--- config.mk ---
export PLATFORM = sky130hd
export DESIGN_NAME = key_event_decoder
export DESIGN_NICKNAME = d
export VERILOG_FILES = /design/src/rtl/key_event_pkg.sv /design/src/rtl/key_event_decoder.sv
export SDC_FILE = /design/constraint.sdc
export NUM_CORES = 1
export LEC_CHECK = 0
export CAP_MARGIN = 15
export CORE_UTILIZATION = 59
export CTS_CLUSTER_DIAMETER = 200
export DETAILED_ROUTE_END_ITERATION = 10
export PLACE_DENSITY = 0.78
export SYNTH_ARGS = -nofsm -noshare
export SYNTH_HDL_FRONTEND = slang
export SYNTH_SLANG_ARGS = --single-unit
--- constraint.sdc ---
create_clock -name clk -period 2.4 [get_ports clk]
set_clock_uncertainty 0.05 [all_clocks]
set_input_delay 0.48 -clock clk [delete_from_list [all_inputs] [get_ports clk]]
set_output_delay 0.48 -clock clk [all_outputs]
set_load 0.005 [all_outputs]
--- src/rtl/key_event_pkg.sv ---
// Shared definitions for the key event decoder: FSM state encoding and the
// bit positions used when the six event pulses are packed into one vector.
package key_event_pkg;

  // 3-bit state codes
  localparam logic [2:0] ST_IDLE   = 3'd0;
  localparam logic [2:0] ST_PRESS1 = 3'd1;
  localparam logic [2:0] ST_WAIT2  = 3'd2;
  localparam logic [2:0] ST_PRESS2 = 3'd3;
  localparam logic [2:0] ST_LONG   = 3'd4;

  typedef enum logic [2:0] {
    IDLE   = ST_IDLE,
    PRESS1 = ST_PRESS1,
    WAIT2  = ST_WAIT2,
    PRESS2 = ST_PRESS2,
    LONG   = ST_LONG
  } key_state_t;

  // Event bit indices for a packed {repeat, long, double, short, release, press} vector
  localparam int EV_PRESS   = 0;
  localparam int EV_RELEASE = 1;
  localparam int EV_SHORT   = 2;
  localparam int EV_DOUBLE  = 3;
  localparam int EV_LONG    = 4;
  localparam int EV_REPEAT  = 5;
  localparam int EV_NUM     = 6;

endpackage

--- src/rtl/key_event_decoder.sv ---
// Turns the debounced active-low key level into one-clock event pulses:
// press, release, short click, double click, long press and auto-repeat.
// One shared cycle counter times whichever threshold the current state uses.
module key_event_decoder
  import key_event_pkg::*;
#(
  parameter int          CNT_W      = 32,
  parameter int unsigned LONG_CYC   = 100000000,
  parameter int unsigned DCLK_CYC   = 30000000,
  parameter int unsigned REPEAT_CYC = 10000000
) (
  input  logic clk,
  input  logic rst,
  input  logic key_n,
  output logic key_held,
  output logic press_pulse,
  output logic release_pulse,
  output logic short_click,
  output logic double_click,
  output logic long_press,
  output logic repeat_pulse
);

  // Terminal counts: a threshold of N cycles is reached when cnt == N-1
  localparam logic [CNT_W-1:0] LONG_TC   = CNT_W'(LONG_CYC - 1);
  localparam logic [CNT_W-1:0] DCLK_TC   = CNT_W'(DCLK_CYC - 1);
  localparam logic [CNT_W-1:0] REPEAT_TC = CNT_W'(REPEAT_CYC - 1);

  logic             key_s;
  logic             pressed;
  key_state_t       state;
  logic [CNT_W-1:0] cnt;

  // Sample register; resets to released so an X on key_n at power-up cannot look like a press
  always_ff @(posedge clk or posedge rst) begin
    if (rst) begin
      key_s <= 1'b1;
    end else begin
      key_s <= key_n;
    end
  end

  assign pressed  = ~key_s;
  assign key_held = ~key_s;

  // Gesture FSM with timer and registered one-cycle event outputs; key edges take priority over terminal counts
  always_ff @(posedge clk or posedge rst) begin
    if (rst) begin
      state         <= IDLE;
      cnt           <= '0;
      press_pulse   <= 1'b0;
      release_pulse <= 1'b0;
      short_click   <= 1'b0;
      double_click  <= 1'b0;
      long_press    <= 1'b0;
      repeat_pulse  <= 1'b0;
    end else begin
      press_pulse   <= 1'b0;
      release_pulse <= 1'b0;
      short_click   <= 1'b0;
      double_click  <= 1'b0;
      long_press    <= 1'b0;
      repeat_pulse  <= 1'b0;

      case (state)
        IDLE: begin
          cnt <= '0;
          if (pressed) begin
            state       <= PRESS1;
            press_pulse <= 1'b1;
          end
        end

        PRESS1: begin
          if (!pressed) begin
            state         <= WAIT2;
            cnt           <= '0;
            release_pulse <= 1'b1;
          end else if (cnt == LONG_TC) begin
            state      <= LONG;
            cnt        <= '0;
            long_press <= 1'b1;
          end else begin
            cnt <= cnt + CNT_W'(1);
          end
        end

        WAIT2: begin
          if (pressed) begin
            state       <= PRESS2;
            cnt         <= '0;
            press_pulse <= 1'b1;
          end else if (cnt == DCLK_TC) begin
            state       <= IDLE;
            cnt         <= '0;
            short_click <= 1'b1;
          end else begin
            cnt <= cnt + CNT_W'(1);
          end
        end

        PRESS2: begin
          if (!pressed) begin
            state         <= IDLE;
            cnt           <= '0;
            release_pulse <= 1'b1;
            double_click  <= 1'b1;
          end else if (cnt == LONG_TC) begin
            state      <= LONG;
            cnt        <= '0;
            long_press <= 1'b1;
          end else begin
            cnt <= cnt + CNT_W'(1);
          end
        end

        LONG: begin
          if (!pressed) begin
            state         <= IDLE;
            cnt           <= '0;
            release_pulse <= 1'b1;
          end else if (cnt == REPEAT_TC) begin
            cnt          <= '0;
            repeat_pulse <= 1'b1;
          end else begin
            cnt <= cnt + CNT_W'(1);
          end
        end

        default: begin
          state <= IDLE;
          cnt   <= '0;
        end
      endcase
    end
  end

endmodule

# Word level (Yosys, flattened, before mapping)
# Cells that the tools add are included.
classes:
  reduce_logical: 5
  n_bitwise: 1
  n_addsub: 1
  n_eq_ne: 10
  muxes: 29
op_table:
  columns: ["operator", "n"]
  rows:
  - ["$mux W32", 6]
  - ["$pmux W32 S3", 1]
  - ["$add A32 B1 Y32 const B", 1]
  - ["$eq A32 B24 Y1 const B", 1]
  - ["$eq A32 B25 Y1 const B", 1]
  - ["$eq A32 B27 Y1 const B", 1]
  - ["$mux W3", 7]
  - ["$pmux W3 S5", 1]
  - ["$mux W1", 14]
  - ["$eq A3 B2 Y1 const B", 2]
  - ["$ne A2 B2 Y1 const B", 2]
  - ["$reduce_or A2 Y1", 2]
  - ["$eq A3 B1 Y1 const B", 1]
  - ["$eq A3 B3 Y1 const B", 1]
  - ["$logic_not A3 Y1", 1]
  - ["$ne A3 B3 Y1 const B", 1]
  - ["$reduce_and A3 Y1", 1]
  - ["$reduce_or A3 Y1", 1]
  - ["$not A1 Y1", 1]
word_totals:
  input_bits: 3
  wordCells: 55
  ff_bits: 42

# Depth between registers and ports, before layout
depth:
  depth_word: 4
  ltp_mapped: 8

# Worst setup path after synthesis
# OpenSTA, ideal clock, no wires.
synth_timing:
  kind: "reg2reg"
  from: "register cnt[0]"
  to: "register cnt[8]"
  setup_slack_ps: 403
  n_path_buf: 1
  t_arrival_ps: 1825
  stages_incl_launch_ff: 8
  path_cell_list: "dfrtp_1 -> ha_1 -> nand4_4 -> or2_4 -> nor4_4 -> a2bb2oi_4 -> buf_6 -> a21oi_1"
synth_via:
  elab_chain_cells: 4
  word_cells_on_any_way: 11
synth_lines:
  columns: ["item", "line_no", "text"]
  rows:
  - ["start, declared", "key_event_decoder.sv:32", "logic [CNT_W-1:0] cnt;"]
  - ["start signal, assigned", "key_event_decoder.sv:84", "cnt <= cnt + CNT_W'(1);"]
  - ["start signal, assigned", "key_event_decoder.sv:98", "cnt <= cnt + CNT_W'(1);"]
  - ["start signal, assigned", "key_event_decoder.sv:113", "cnt <= cnt + CNT_W'(1);"]
  - ["$add A32 B1 Y32 (tied with other cells)", null, null]
  - ["$mux W32 (on tied branches)", null, null]
  - ["$mux W32 (on tied branches)", "key_event_decoder.sv:118, key_event_decoder.sv:89, key_event_decoder.sv:103", null]
  - ["$pmux W32 S3 *", "key_event_decoder.sv:65", "case (state)"]
# Every way passes the cells marked *; elsewhere a longest branch is shown, timed or not.
# A chain may end at the register's enable or synchronous reset.

# Final worst setup path
layout_timing:
  from: "register cnt[0]"
  to: "register cnt[1]"
# Same word-level chain as after synthesis.

==> results.tsv <==
metric	value	unit
setup_ws	230	ps
tightest_slew	753	ps
fillers	269	
hold_path_class	flop to flop	
period_minus_slack	2170	ps
clkTransAtPathRegs	70	ps
cts_max_level	2	
stdcell_count	272	
dr.pass1.iters	4	
hold_end	state[1]	
antenna_found_initial	0	
hold_viol	0	
tns	0	ps
r2r_setup_slack	230	ps
die_h	63.3	um
cts_made_buffers	5	
regArea	1050	sq um
start_util	63.9	%
path_class	flop to flop	
r2r_end	cnt[1]	
gr-usage-all-layers	26.5	%
die_w	63.3	um
ys_seq_area_share	47.5	%
place_hpwl	3.04	mm
portBuffers	9	
drive_gt1_share	9.73	%
gp_congestion	0.889	
ys_ff_latch	42	
max_freq	0.461	GHz
cts-root-buf	clkbuf_8	
placementRows	21	
period_share	90.4	%
setup_viol	0	
syn_inst	215	
syn_area	2220	sq um
ys.warnings.count	0	
wl_per_cell	16.3	um
whs_path_depth	1	
design.die.area	4010	sq um
grt_setup_unrepaired	no	
syn2layout_area_growth	9.59	%
multi_input_area	1060	sq um
grt_pass1_wl	8.07	mm
crit_fanout	32	
cp.required	2520	ps
ios	10	
r2r_cells	7	
fin_nets	229	
synth_nets	219	
crit_path_start_kind	flop	
cts_num_sinks	42	
p_leak	1.00	nW
pre_cts_ws	247	ps
place_inst	264	
clkLatencyLatePin	290	ps
overflow	0	
antennaDiodeCount	0	
core	3470	sq um
power.density	524	nW/um^2
cts_resized	0	
worstHoldStart	state[2]	
cts_setup_buffers	0	
wl	4.45	mm
drc	0	
drtIter0Drc	123	
grt_max_degree	43	
via_count	1660	
grt_pass1_vias	1700	
max-cap-violations	0	
avgViaCountPerCell	6.10	
p_total	1.27	mW
cts_tree	built	
regToRegStartpoint	cnt[0]	
maxSlewHeadroom	49.3	%
cp-end-kind	flop	
status	completed	
avgSynthCellArea	10.3	sq um
postCtsHoldBufs	0	
max-vdd-ir-drop	0.335	mV
crit_arrival	2290	ps
slew_viol_final	0	
final_antenna_net_count	0	
cts_max_path_buffers	2	
ys_types	37	
-- cell usage in the layout, fill, tap and decap left out, drive strengths merged --
cell type	count
dfrtp	41
a21oi	33
xor2	20
nand4	16
nand3	13
nor2	10
xnor2	10
nand2	9
and3	9
clkdlybuf4s50	9
nor3	7
clkbuf	7
nor4	6
inv	5
buf	5
nor4bb	3
or2	3
and2	2
nor3b	2
or4b	2
and4	2
a21boi	2
nand4b	1
nor4b	1
a2bb2oi	1
nor2b	1
a21o	1
nand2b	1
a311oi	1
ha	1
clkinv	1
dfstp	1
-- registers in the layout, indices dropped and copies added, names as in the netlist --
register and flops:
press_pulse 1, key_s 1, release_pulse 1, long_press 1, double_click 1, repeat_pulse 1, cnt 32, state 3
short_click 1
-- layer usage --
| layer | up-vias | GRT usage (%) | wire [um] |
|---|---|---|---|
| li1 | 795 | - | - |
| met1 | 796 | 34.1 | 1900 |
| met2 | 58 | 41.3 | 2210 |
| met3 | 11 | 6.52 | 246 |
| met4 | 0 | 13.9 | 97 |
| met5 | - | 0 | 0 |
-- worst max-delay path, cell delays in order, from the launching register on --
cell and delay, ps:
dfrtp_1 390, ha_1 260, nand4_4 170, or2_4 310
nor4_4 370, a2bb2oi_4 200, buf_12 200, a21boi_0 100
-- layout make-up --
class                   instances  area share (%)
repair buffers                 14            6.28
well taps                      46            2.37
flip-flops and latches         42            43.3
inverters                       5           0.772
clock buffers                   7            3.55
clock inverters                 1           0.206
multi-input cells             157            43.5
-- report_power, final --
group / switching, mW / total, mW / internal [mW]
logic: 0.0482 / 0.0807 / 0.0324
clock network: 0.227 / 0.459 / 0.232
registers: 0.0139 / 0.734 / 0.720
-- cell usage after synthesis --
library cell | count | area, sq um
nor3_1 | 6 | 30.0
clkbuf_2 | 1 | 5.00
nor3_2 | 1 | 10.0
a21boi_0 | 2 | 15.0
clkbuf_1 | 3 | 11.3
nor4_1 | 3 | 18.8
or2_4 | 1 | 8.76
nand4b_1 | 1 | 8.76
nor2b_1 | 1 | 6.26
ha_1 | 1 | 12.5
or2_2 | 2 | 12.5
nor4_2 | 2 | 25.0
buf_6 | 6 | 67.6
nand2_1 | 9 | 33.8
a311oi_1 | 1 | 8.76
buf_2 | 1 | 5.00
or4b_1 | 2 | 20.0
nor4b_1 | 1 | 8.76
nor2_1 | 10 | 37.5
xor2_1 | 20 | 175
nand4_4 | 1 | 21.3
nor4bb_1 | 3 | 30.0
and4_1 | 2 | 17.5
a2bb2oi_4 | 1 | 26.3
inv_1 | 5 | 18.8
nand3_1 | 13 | 65.1
dfstp_2 | 1 | 26.3
and3_1 | 9 | 56.3
dfrtp_1 | 41 | 1030
a21o_1 | 1 | 7.51
nor4_4 | 1 | 21.3
nor3b_1 | 2 | 15.0
and2_1 | 2 | 12.5
nand2b_1 | 1 | 6.26
a21oi_1 | 33 | 165
nand4_1 | 15 | 93.8
xnor2_1 | 10 | 87.6
-- metrics by stage --
step	utilization (%)	cell area, sq um	hold slack [ps]
after global routing	70.1	2430	458
after CTS	70.1	2430	433
after detailed placement	67.4	2340	420
after floorplan	-	2220	397
after global placement	67.4	2340	413
final	70.1	2430	428
-- worst max path at each step --
stage	slack, ps	cells past startpoint	from	to
final	230	7	cnt[0]	cnt[1]
after global routing	90	7	cnt[0]	cnt[22]
after CTS	230	7	cnt[0]	cnt[1]
after detailed placement	250	7	cnt[0]	cnt[1]
after global placement	310	7	cnt[0]	cnt[1]
after floorplan	400	7	cnt[0]	cnt[8]
-- logic make-up after synthesis --
logic type / synth area share [%]
compound gates: 10.0
simple gates: 25.2
xor+xnor: 11.9
flops: 47.5
fa+ha+maj: 0.564
buf+inv: 4.85
Note: power is estimated with default switching activity, not from simulation.
